<file path="config.mk">
export PLATFORM = sky130hd
export DESIGN_NAME = key_sched_seq
export DESIGN_NICKNAME = d
export VERILOG_FILES = /design/src/rtl/key_sched_seq.sv
export SDC_FILE = /design/constraint.sdc
export NUM_CORES = 1
export LEC_CHECK = 0
export CELL_PAD_IN_SITES_DETAIL_PLACEMENT = 1
export CELL_PAD_IN_SITES_GLOBAL_PLACEMENT = 1
export CORE_MARGIN = 3
export CORE_UTILIZATION = 49
export DETAILED_ROUTE_END_ITERATION = 8
export PLACE_DENSITY_LB_ADDON = 0.1
export SLEW_MARGIN = 0
export SYNTH_ARGS = -nofsm -noshare
export SYNTH_HDL_FRONTEND = slang
export SYNTH_SLANG_ARGS = --single-unit
</file>
<file path="constraint.sdc">
create_clock -name clk -period 4.9 [get_ports clk]
set_input_delay 0.735 -clock clk [delete_from_list [all_inputs] [get_ports clk]]
set_output_delay 0.735 -clock clk [all_outputs]
set_load 0.02 [all_outputs]
</file>
<file path="src/rtl/key_sched_seq.sv">
// key_sched_seq
//   Sequential round-key scheduler. A 2*HALF_W seed is accepted over a
//   valid/ready handshake. It is then expanded into NUM_KEYS round keys, one
//   round per cycle, and the keys are stored in an internal bank. The keys are
//   then streamed out with backpressure, in forward order (k0..kN-1) or in
//   reverse order (kN-1..k0). Reverse order feeds the decrypt path.
//
//   Round i, state {L,R}:
//     k_i      = rotl(L+R, ROT) ^ (i+1)
//     next L,R = R, k_i ^ L
//
// Ports
//   clk, rst_n        clock, asynchronous active-low reset
//   seed_valid/ready  seed handshake; ready is high only when idle
//   seed              {L0,R0}
//   seed_rev          sampled with the seed: 1 selects reverse emission order
//   abort             synchronous abort back to idle
//   key_valid/ready   key stream handshake
//   key, key_idx      round key and its generation index
//   key_last          marks the final key of the sequence
//   busy              generating or emitting
module key_sched_seq #(
  parameter int HALF_W   = 32,
  parameter int NUM_KEYS = 8,
  parameter int ROT      = 3
) (
  input  logic                        clk,
  input  logic                        rst_n,
  input  logic                        seed_valid,
  output logic                        seed_ready,
  input  logic [2*HALF_W-1:0]         seed,
  input  logic                        seed_rev,
  input  logic                        abort,
  output logic                        key_valid,
  input  logic                        key_ready,
  output logic [HALF_W-1:0]           key,
  output logic [$clog2(NUM_KEYS)-1:0] key_idx,
  output logic                        key_last,
  output logic                        busy
);

  localparam int IDX_W = $clog2(NUM_KEYS);
  localparam logic [1:0] S_IDLE = 2'd0;
  localparam logic [1:0] S_GEN  = 2'd1;
  localparam logic [1:0] S_EMIT = 2'd2;
  localparam logic [IDX_W-1:0] LAST_IDX = IDX_W'(NUM_KEYS - 1);

  logic [1:0]        r_state;
  logic [HALF_W-1:0] r_l;
  logic [HALF_W-1:0] r_r;
  logic [HALF_W-1:0] r_key;
  logic [IDX_W-1:0]  r_cnt;
  logic [IDX_W-1:0]  r_ptr;
  logic              r_rev;
  logic              r_key_valid;
  logic              r_key_last;
  logic [HALF_W-1:0] r_bank [NUM_KEYS];

  logic [HALF_W-1:0] w_sum;
  logic [HALF_W-1:0] w_rot;
  logic [HALF_W-1:0] w_k;
  logic [IDX_W-1:0]  w_ptr_nxt;

  assign w_sum     = r_l + r_r;
  assign w_rot     = (w_sum << ROT) | (w_sum >> (HALF_W - ROT));
  assign w_k       = w_rot ^ (HALF_W'(r_cnt) + HALF_W'(1));
  assign w_ptr_nxt = r_rev ? (r_ptr - 1'b1) : (r_ptr + 1'b1);

  // The key bank holds data only, so it has no reset.
  always_ff @(posedge clk) begin
    if (r_state == S_GEN) begin
      r_bank[r_cnt] <= w_k;
    end
  end

  always_ff @(posedge clk or negedge rst_n) begin
    if (!rst_n) begin
      r_state     <= S_IDLE;
      r_l         <= '0;
      r_r         <= '0;
      r_key       <= '0;
      r_cnt       <= '0;
      r_ptr       <= '0;
      r_rev       <= 1'b0;
      r_key_valid <= 1'b0;
      r_key_last  <= 1'b0;
    end else if (abort) begin
      r_state     <= S_IDLE;
      r_cnt       <= '0;
      r_ptr       <= '0;
      r_key_valid <= 1'b0;
      r_key_last  <= 1'b0;
    end else begin
      case (r_state)
        S_IDLE: begin
          if (seed_valid) begin
            r_state <= S_GEN;
            r_l     <= seed[2*HALF_W-1:HALF_W];
            r_r     <= seed[HALF_W-1:0];
            r_rev   <= seed_rev;
            r_cnt   <= '0;
          end
        end
        S_GEN: begin
          r_l   <= r_r;
          r_r   <= w_k ^ r_l;
          r_cnt <= r_cnt + 1'b1;
          if (r_cnt == LAST_IDX) begin
            r_state     <= S_EMIT;
            r_key_valid <= 1'b1;
            // The last round's key reaches the bank only at this edge.
            // Reverse order therefore takes that key straight from the round logic.
            r_key       <= r_rev ? w_k : r_bank[0];
            r_ptr       <= r_rev ? LAST_IDX : '0;
            // With at least two keys, the first key emitted is never the last one.
            r_key_last  <= 1'b0;
          end
        end
        S_EMIT: begin
          if (key_ready) begin
            if (r_key_last) begin
              r_state     <= S_IDLE;
              r_key_valid <= 1'b0;
              r_key_last  <= 1'b0;
            end else begin
              r_ptr      <= w_ptr_nxt;
              r_key      <= r_bank[w_ptr_nxt];
              r_key_last <= r_rev ? (w_ptr_nxt == '0) : (w_ptr_nxt == LAST_IDX);
            end
          end
        end
        default: r_state <= S_IDLE;
      endcase
    end
  end

  assign seed_ready = (r_state == S_IDLE);
  assign busy       = (r_state == S_GEN) || (r_state == S_EMIT);
  assign key_valid  = r_key_valid;
  assign key        = r_key;
  assign key_idx    = r_ptr;
  assign key_last   = r_key_last;

endmodule

</file>
# --- Yosys cells after proc, flatten, opt, wreduce, memory -nomap -nowiden ---
# Memories as Yosys holds them, arrays and structs flattened.
# Cells that the tools add are included.
classes:
  bitwise: 4
  eq_ne: 13
  muxes: 38
  n_reduce_logical: 15
  add_sub_neg: 5
ops:
  columns: ["cell", "n"]
  rows:
  - ["$mux 32", 6]
  - ["$pmux 32 s2", 3]
  - ["$add 32x32->32", 1]
  - ["$or 32x3->32", 1]
  - ["$xor 32x32->32", 1]
  - ["$xor 32x4->32", 1]
  - ["$mux 3", 8]
  - ["$pmux 3 s2", 2]
  - ["$reduce_and 4->1", 3]
  - ["$mux 1", 11]
  - ["$mux 2", 5]
  - ["$ne 3x3->1 const B", 3]
  - ["$reduce_and 3->1", 3]
  - ["$add 3x1->3 const B", 2]
  - ["$eq 3x3->1 const B", 2]
  - ["$ne 2x2->1 const B", 3]
  - ["$ne 3x2->1 const B", 2]
  - ["$pmux 2 s3", 1]
  - ["$reduce_bool 3->1", 2]
  - ["$reduce_and 5->1", 1]
  - ["$add 3x1->4 const B", 1]
  - ["$pmux 1 s2", 2]
  - ["$reduce_bool 2->1", 2]
  - ["$logic_not 3->1", 1]
  - ["8 further kinds", 8]
word_totals:
  ram_bits: 256
  reg_bits: 107
  elab_cells: 85
  input_bits: 70
  out_inout_bits: 39
  memories: 1
mem_list:
  columns: ["memory", "words", "word_bits", "rd", "rd_ports_with_merged_regs", "write_ports", "line_no", "rtl"]
  rows:
  - ["r_bank", 8, 32, 2, 0, 1, "57", "logic [HALF_W-1:0] r_bank [NUM_KEYS];"]

# --- Depth between registers and ports, before layout ---
depth:
  word_depth: 8
  ltp_mapped: 12
  mapped_depth_nobuf: 11

# --- Worst setup path after synthesis ---
# Ideal clock, no wire load.
synth_path:
  kind: "flip-flop to flip-flop"
  startpoint: "register r_state[1]"
  endpoint: "memory r_bank[1][0], enable pin"
  period_less_slack_ns: 4.054
  path_buffers: 2
  path_stages_with_launch: 7
  slack_ns: 0.846
  t_required_ns: 4.439
  setup_time_ns: 0.461
  arrival_time_ns: 3.593
  path_cell_list: "dfrtp_1 -> inv_1 -> ha_1 -> clkbuf_1 -> clkbuf_1 -> nand2_1 -> nor3_1"
synth_between:
  elab_chain_cells: 3
synth_rtl:
  columns: ["item", "line_no", "rtl"]
  rows:
  - ["from (decl)", "48", "logic [1:0] r_state;"]
  - ["from (signal assigned)", "78", "r_state <= S_IDLE;"]
  - ["from (signal assigned)", "88", "r_state <= S_IDLE;"]
  - ["from (signal assigned)", "97", "r_state <= S_GEN;"]
  - ["$eq 2x1->1", "71", "if (r_state == S_GEN) begin"]
  - ["$mux 1", "71", null]
  - ["$mux 1 (implied by the code)", "72", "r_bank[r_cnt] <= w_k;"]
  - ["to (decl)", "57", null]
# No other way between the ends.

# --- Worst setup path after layout ---
layout_path:
  startpoint: "register r_ptr[1], in the netlist key_idx[1]"
  endpoint: "register r_key[31], in the netlist key[31]"
layout_between:
  elab_chain_cells: 6
  elab_cells_between_ends: 7
  cone_classes: "2 x add/sub; 4 x mux; 1 x memory"
layout_rtl:
  columns: ["item", "line_no", "rtl"]
  rows:
  - ["from (decl)", "53", "logic [IDX_W-1:0] r_ptr;"]
  - ["from (signal assigned)", "114", "r_ptr <= r_rev ? LAST_IDX : '0;"]
  - ["from (signal assigned)", "126", "r_ptr <= w_ptr_nxt;"]
  - ["$add 3x1->3 / $sub 3x1->3 (equally long branches)", "67", "assign w_ptr_nxt = r_rev ? (r_ptr - 1'b1) : (r_ptr + 1'b1);"]
  - ["$mux 3 (*)", "67", null]
  - ["$mem_v2 8x32 (*)", null, null]
  - ["$mux 32 (*)", "121", "if (r_key_last) begin"]
  - ["$mux 32 (*)", "120", "if (key_ready) begin"]
  - ["$pmux 32 s2 (*)", "94", "case (r_state)"]
  - ["to (signal assigned)", "113", "r_key <= r_rev ? w_k : r_bank[0];"]
  - ["to (signal assigned)", "127", "r_key <= r_bank[w_ptr_nxt];"]
  - ["to (decl)", "51", "logic [HALF_W-1:0] r_key;"]
# Every way passes the cells marked *; elsewhere a longest branch is shown, timed or not. The select of a mux whose other input is x is not followed.
# A chain may end at the register's enable or synchronous reset.

==> metrics.md <==
| Metric | Value |
|---|---|
| Final Skew | `0.0136 ns` |
| Cell Pwr Density | `slightly above 800 nW/um2` |
| Met2 GRT Util | `roughly 44%` |
| H-Tree Level Count | `2` |
| Critical path class | `reg2reg` |
| Clk slew on worst S/H paths | `~0.06 ns` |
| Area added between synthesis and finish | `17.1%` |
| Avg WL per Cell | `25.1 um` |
| Post-synth EDFFs | `roughly 260` |
| Tightest Pin Transition | `between 1 and 1.5 ns` |
| Setup TNS | `0 ns` |
| Total congestion overflow | `0` |
| Gpl congestion | `0.813` |
| Sequential area share after synthesis | `59.5%` |
| Synth cell types | `81` |
| Crit path arrival time | `4.01 ns` |
| Hold crit path type | `in2async` |
| Max clock buf depth | `3` |
| Ports | `109` |
| DIE AREA | `37800 um2` |
| FMAX | `278 MHz` |
| Outcome | `complete, no violations` |
| DRC Markers | `0` |
| First-pass GRT wire length | `between 70000 and 80000 um` |
| Final Max Slew Viols | `0` |
| Core Box Area | `34800 um2` |
| DR pass1 iterations | `7` |
| Share of layout cells above drive strength 1 | `15.1%` |
| Area taken by multi-input logic gates | `6740 um2` |
| Setup crit end kind | `flop` |
| Pleak | `7.51 nW` |
| Row count | `between 60 and 70` |
| Max Cap Viol | `0` |
| GR Layer Usage met3 | `3.55%` |
| All-Layer GR Usage | `25.6%` |
| # resized after CTS | `0` |
| Mapped cell area | `17400 um2` |
| Final wirelength | `between 40000 and 50000 um` |
| Postcts setup bufs | `0` |
| CTS tree | `yes` |
| Register area | `between 10000 and 15000 um2` |
| Die Wd | `195 um` |
| DRT iter0 DRCs | `roughly 900` |
| Final setup fails | `0` |
| CTS Hold Bufs | `0` |
| Initial antenna violation count | `1` |
| Hold slack | `0.217 ns` |
| Period utilization | `73.3%` |
| RSZ-0062 raised after global routing | `false` |
| Vias | `11661` |
| Placed insts | `1850` |
| Die height | `195 um` |
| Vias in the first global route | `12673` |
| Slew headroom | `14.3%` |
| CP Data Required Time | `5.32 ns` |
| Synth Instances | `1323` |
| Nets | `~1500` |
| Largest net degree at the start of global routing | `63` |
| Avg Inst Size Synth | `13.2 um2` |
| Synth Register Bits | `363` |
| Worst VDD drop | `roughly 0.39 mV` |
| Synthesis Warnings | `0` |
| TritonCTS Sinks | `363` |
| Met1 Resource Use GR | `33.9%` |
| Number of buffers created by CTS | `40` |
| Clk_lat worst skew | `0.53 ns` |
| Ys flop type | `edfxtp_1` |
| Post-DRT Antenna Nets | `0` |
| Hold Fails Final Rpt | `0` |
| DR vias/cell | `approximately 6.1` |
| Fillers | `3411` |
| Root Driver | `clkbuf_16` |
| Crit path max fanout | `18` |
| Ant. Diodes | `0` |
| Post-detail-place hpwl | `30800 um` |
| CP Launch Type | `flop` |
| Port buffer count | `108` |
| Fin cells | `slightly below 2000` |
| Crit path time final | `between 3 and 4 ns` |
| Starting density of the core | `around 50%` |
| Synth async-reset ratio | `around 29%` |
| Post-synthesis net count | `around 1400` |
| Global routing's busiest layer | `met2` |
| Layout Utilization | `between 50 and 60%` |
-- synth_stat cells, types with 3 or more instances --
| cell | number | area (um2) |
|---|---|---|
| a211o_1 | 6 | 52.6 |
| a211oi_1 | 7 | 52.6 |
| a21o_1 | 12 | 90.1 |
| a21oi_1 | 79 | 395 |
| a21oi_2 | 5 | 43.8 |
| a221o_1 | 3 | 30.0 |
| a221oi_1 | 3 | 26.3 |
| a222oi_1 | 7 | 70.1 |
| a22oi_1 | 3 | 22.5 |
| a31oi_1 | 8 | 50.1 |
| and2_1 | 6 | 37.5 |
| and3_1 | 14 | 87.6 |
| buf_1 | 9 | 33.8 |
| buf_2 | 7 | 35.0 |
| buf_4 | 5 | 37.5 |
| clkbuf_1 | 53 | 199 |
| dfrtp_1 | 107 | 2680 |
| edfxtp_1 | 256 | 7690 |
| ha_1 | 40 | 500 |
| inv_1 | 16 | 60.1 |
| mux2_2 | 15 | 169 |
| mux2i_1 | 55 | 551 |
| mux4_2 | 64 | 1440 |
| nand2_1 | 151 | 567 |
| nand2b_1 | 8 | 50.1 |
| nand3_1 | 31 | 155 |
| nand4b_1 | 6 | 52.6 |
| nor2_1 | 82 | 308 |
| nor2b_1 | 9 | 56.3 |
| nor3_1 | 15 | 75.1 |
| o211a_1 | 3 | 30.0 |
| o211ai_1 | 8 | 60.1 |
| o211ai_2 | 3 | 37.5 |
| o21a_1 | 5 | 37.5 |
| o21ai_0 | 93 | 465 |
| o21ai_1 | 9 | 45.0 |
| o21bai_1 | 3 | 22.5 |
| o22ai_1 | 3 | 18.8 |
| or2_2 | 3 | 18.8 |
| or3_1 | 8 | 50.1 |
| xnor2_1 | 33 | 289 |
| xor2_1 | 20 | 175 |
-- metal layers --
layer | routed length, um | up-vias | part of all wire (%)
met5 | 0 | - | 0
met4 | 1390 | 0 | 2.9
met2 | 24000 | 369 | 50
li1 | - | 5236 | -
met3 | 2930 | 90 | 6.1
met1 | 20000 | 5966 | 41
-- cell families after synthesis --
group | Yosys count | share of synthesized area (%)
adder cells (fa/ha/maj) | 42 | 3.10
AND/OR/NAND/NOR | 348 | 9.12
AO/OA/AOI/OAI | 291 | 11.0
multiplexers | 134 | 12.4
flip-flops | 363 | 59.5
buffers and inverters | 91 | 2.12
XOR/XNOR | 54 | 2.76
-- final cells by class --
class                   count  area share (%)
clock buffers              49            5.22
clock inverters            24            1.10
inverters                  17           0.313
multi-input cells         869            33.1
flip-flops and latches    363            50.8
well taps                 455            2.79
repair buffers            146            6.69
-- cells in the final DEF, fill, tap and decap left out, types with 8 or more instances in the layout --
cell,synthesis,routed
a21o_1,12,12
a21oi_1,79,79
a31oi_1,8,8
and3_1,14,14
buf_4,5,39
clkbuf_16,0,40
clkdlybuf4s50_1,0,107
dfrtp_1,107,107
edfxtp_1,256,256
ha_1,40,38
inv_1,16,16
mux2_2,15,15
mux2i_1,55,55
mux4_2,64,64
nand2_1,151,151
nand2b_1,8,8
nand3_1,31,31
nor2_1,82,75
nor2b_1,9,9
nor3_1,15,13
o211ai_1,8,8
o21ai_0,93,93
o21ai_1,9,9
or3_1,8,8
xnor2_1,33,33
xor2_1,20,20
-- state kept, by name, summed over array words and instances (netlist names) --
signal and cells:
key_idx 3, r_bank 256, r_cnt 3, key 32
r_state 2, key_valid 1, r_l 32, key_last 1
r_r 32, r_rev 1
-- final timing paths --
kind                                  from  endpoint  slack (ns)  cells after the start
worst max-delay path            key_idx[1]   key[31]        1.31                     10
worst min-delay path                 rst_n   r_l[23]        0.22                      1
worst max register to register  key_idx[1]   key[31]        1.31                     10
worst min register to register      key[9]    key[9]        0.48                      2
max in group asynchronous            rst_n   r_r[31]        3.59                      2
min in group clk                    key[9]    key[9]        0.48                      2
-- critical path, cell delays in order, from the launching register on --
cell	delay, ns
dfrtp_1	0.43
fa_2	0.41
xor2_1	0.24
xnor2_4	0.66
buf_4	0.48
mux4_2	0.56
nand2_1	0.08
nand2_1	0.05
a221oi_1	0.26
nor2_1	0.10
a31o_1	0.20
-- through the flow --
stage | power, mW | instance area (um2) | worst slack, ns
floorplan | 10.9 | 17400 | 0.846
CTS | 16.9 | 20400 | 1.26
detailed placement | 13.8 | 19100 | 1.29
finish | 16.8 | 20400 | 1.31
global placement | 13.5 | 19100 | 1.41
global route | 17.8 | 20400 | 1.06
-- report_power, final --
group / internal (mW) / total [mW] / leakage [nW] / switching, mW
combinational: 3.15 / 8.35 / 3.25 / 5.21
clock: 1.72 / 2.95 / 0.622 / 1.24
sequential: 5.03 / 5.48 / 3.64 / 0.446
total: 9.89 / 16.8 / 7.51 / 6.89
(Power assumes the default switching activity.)
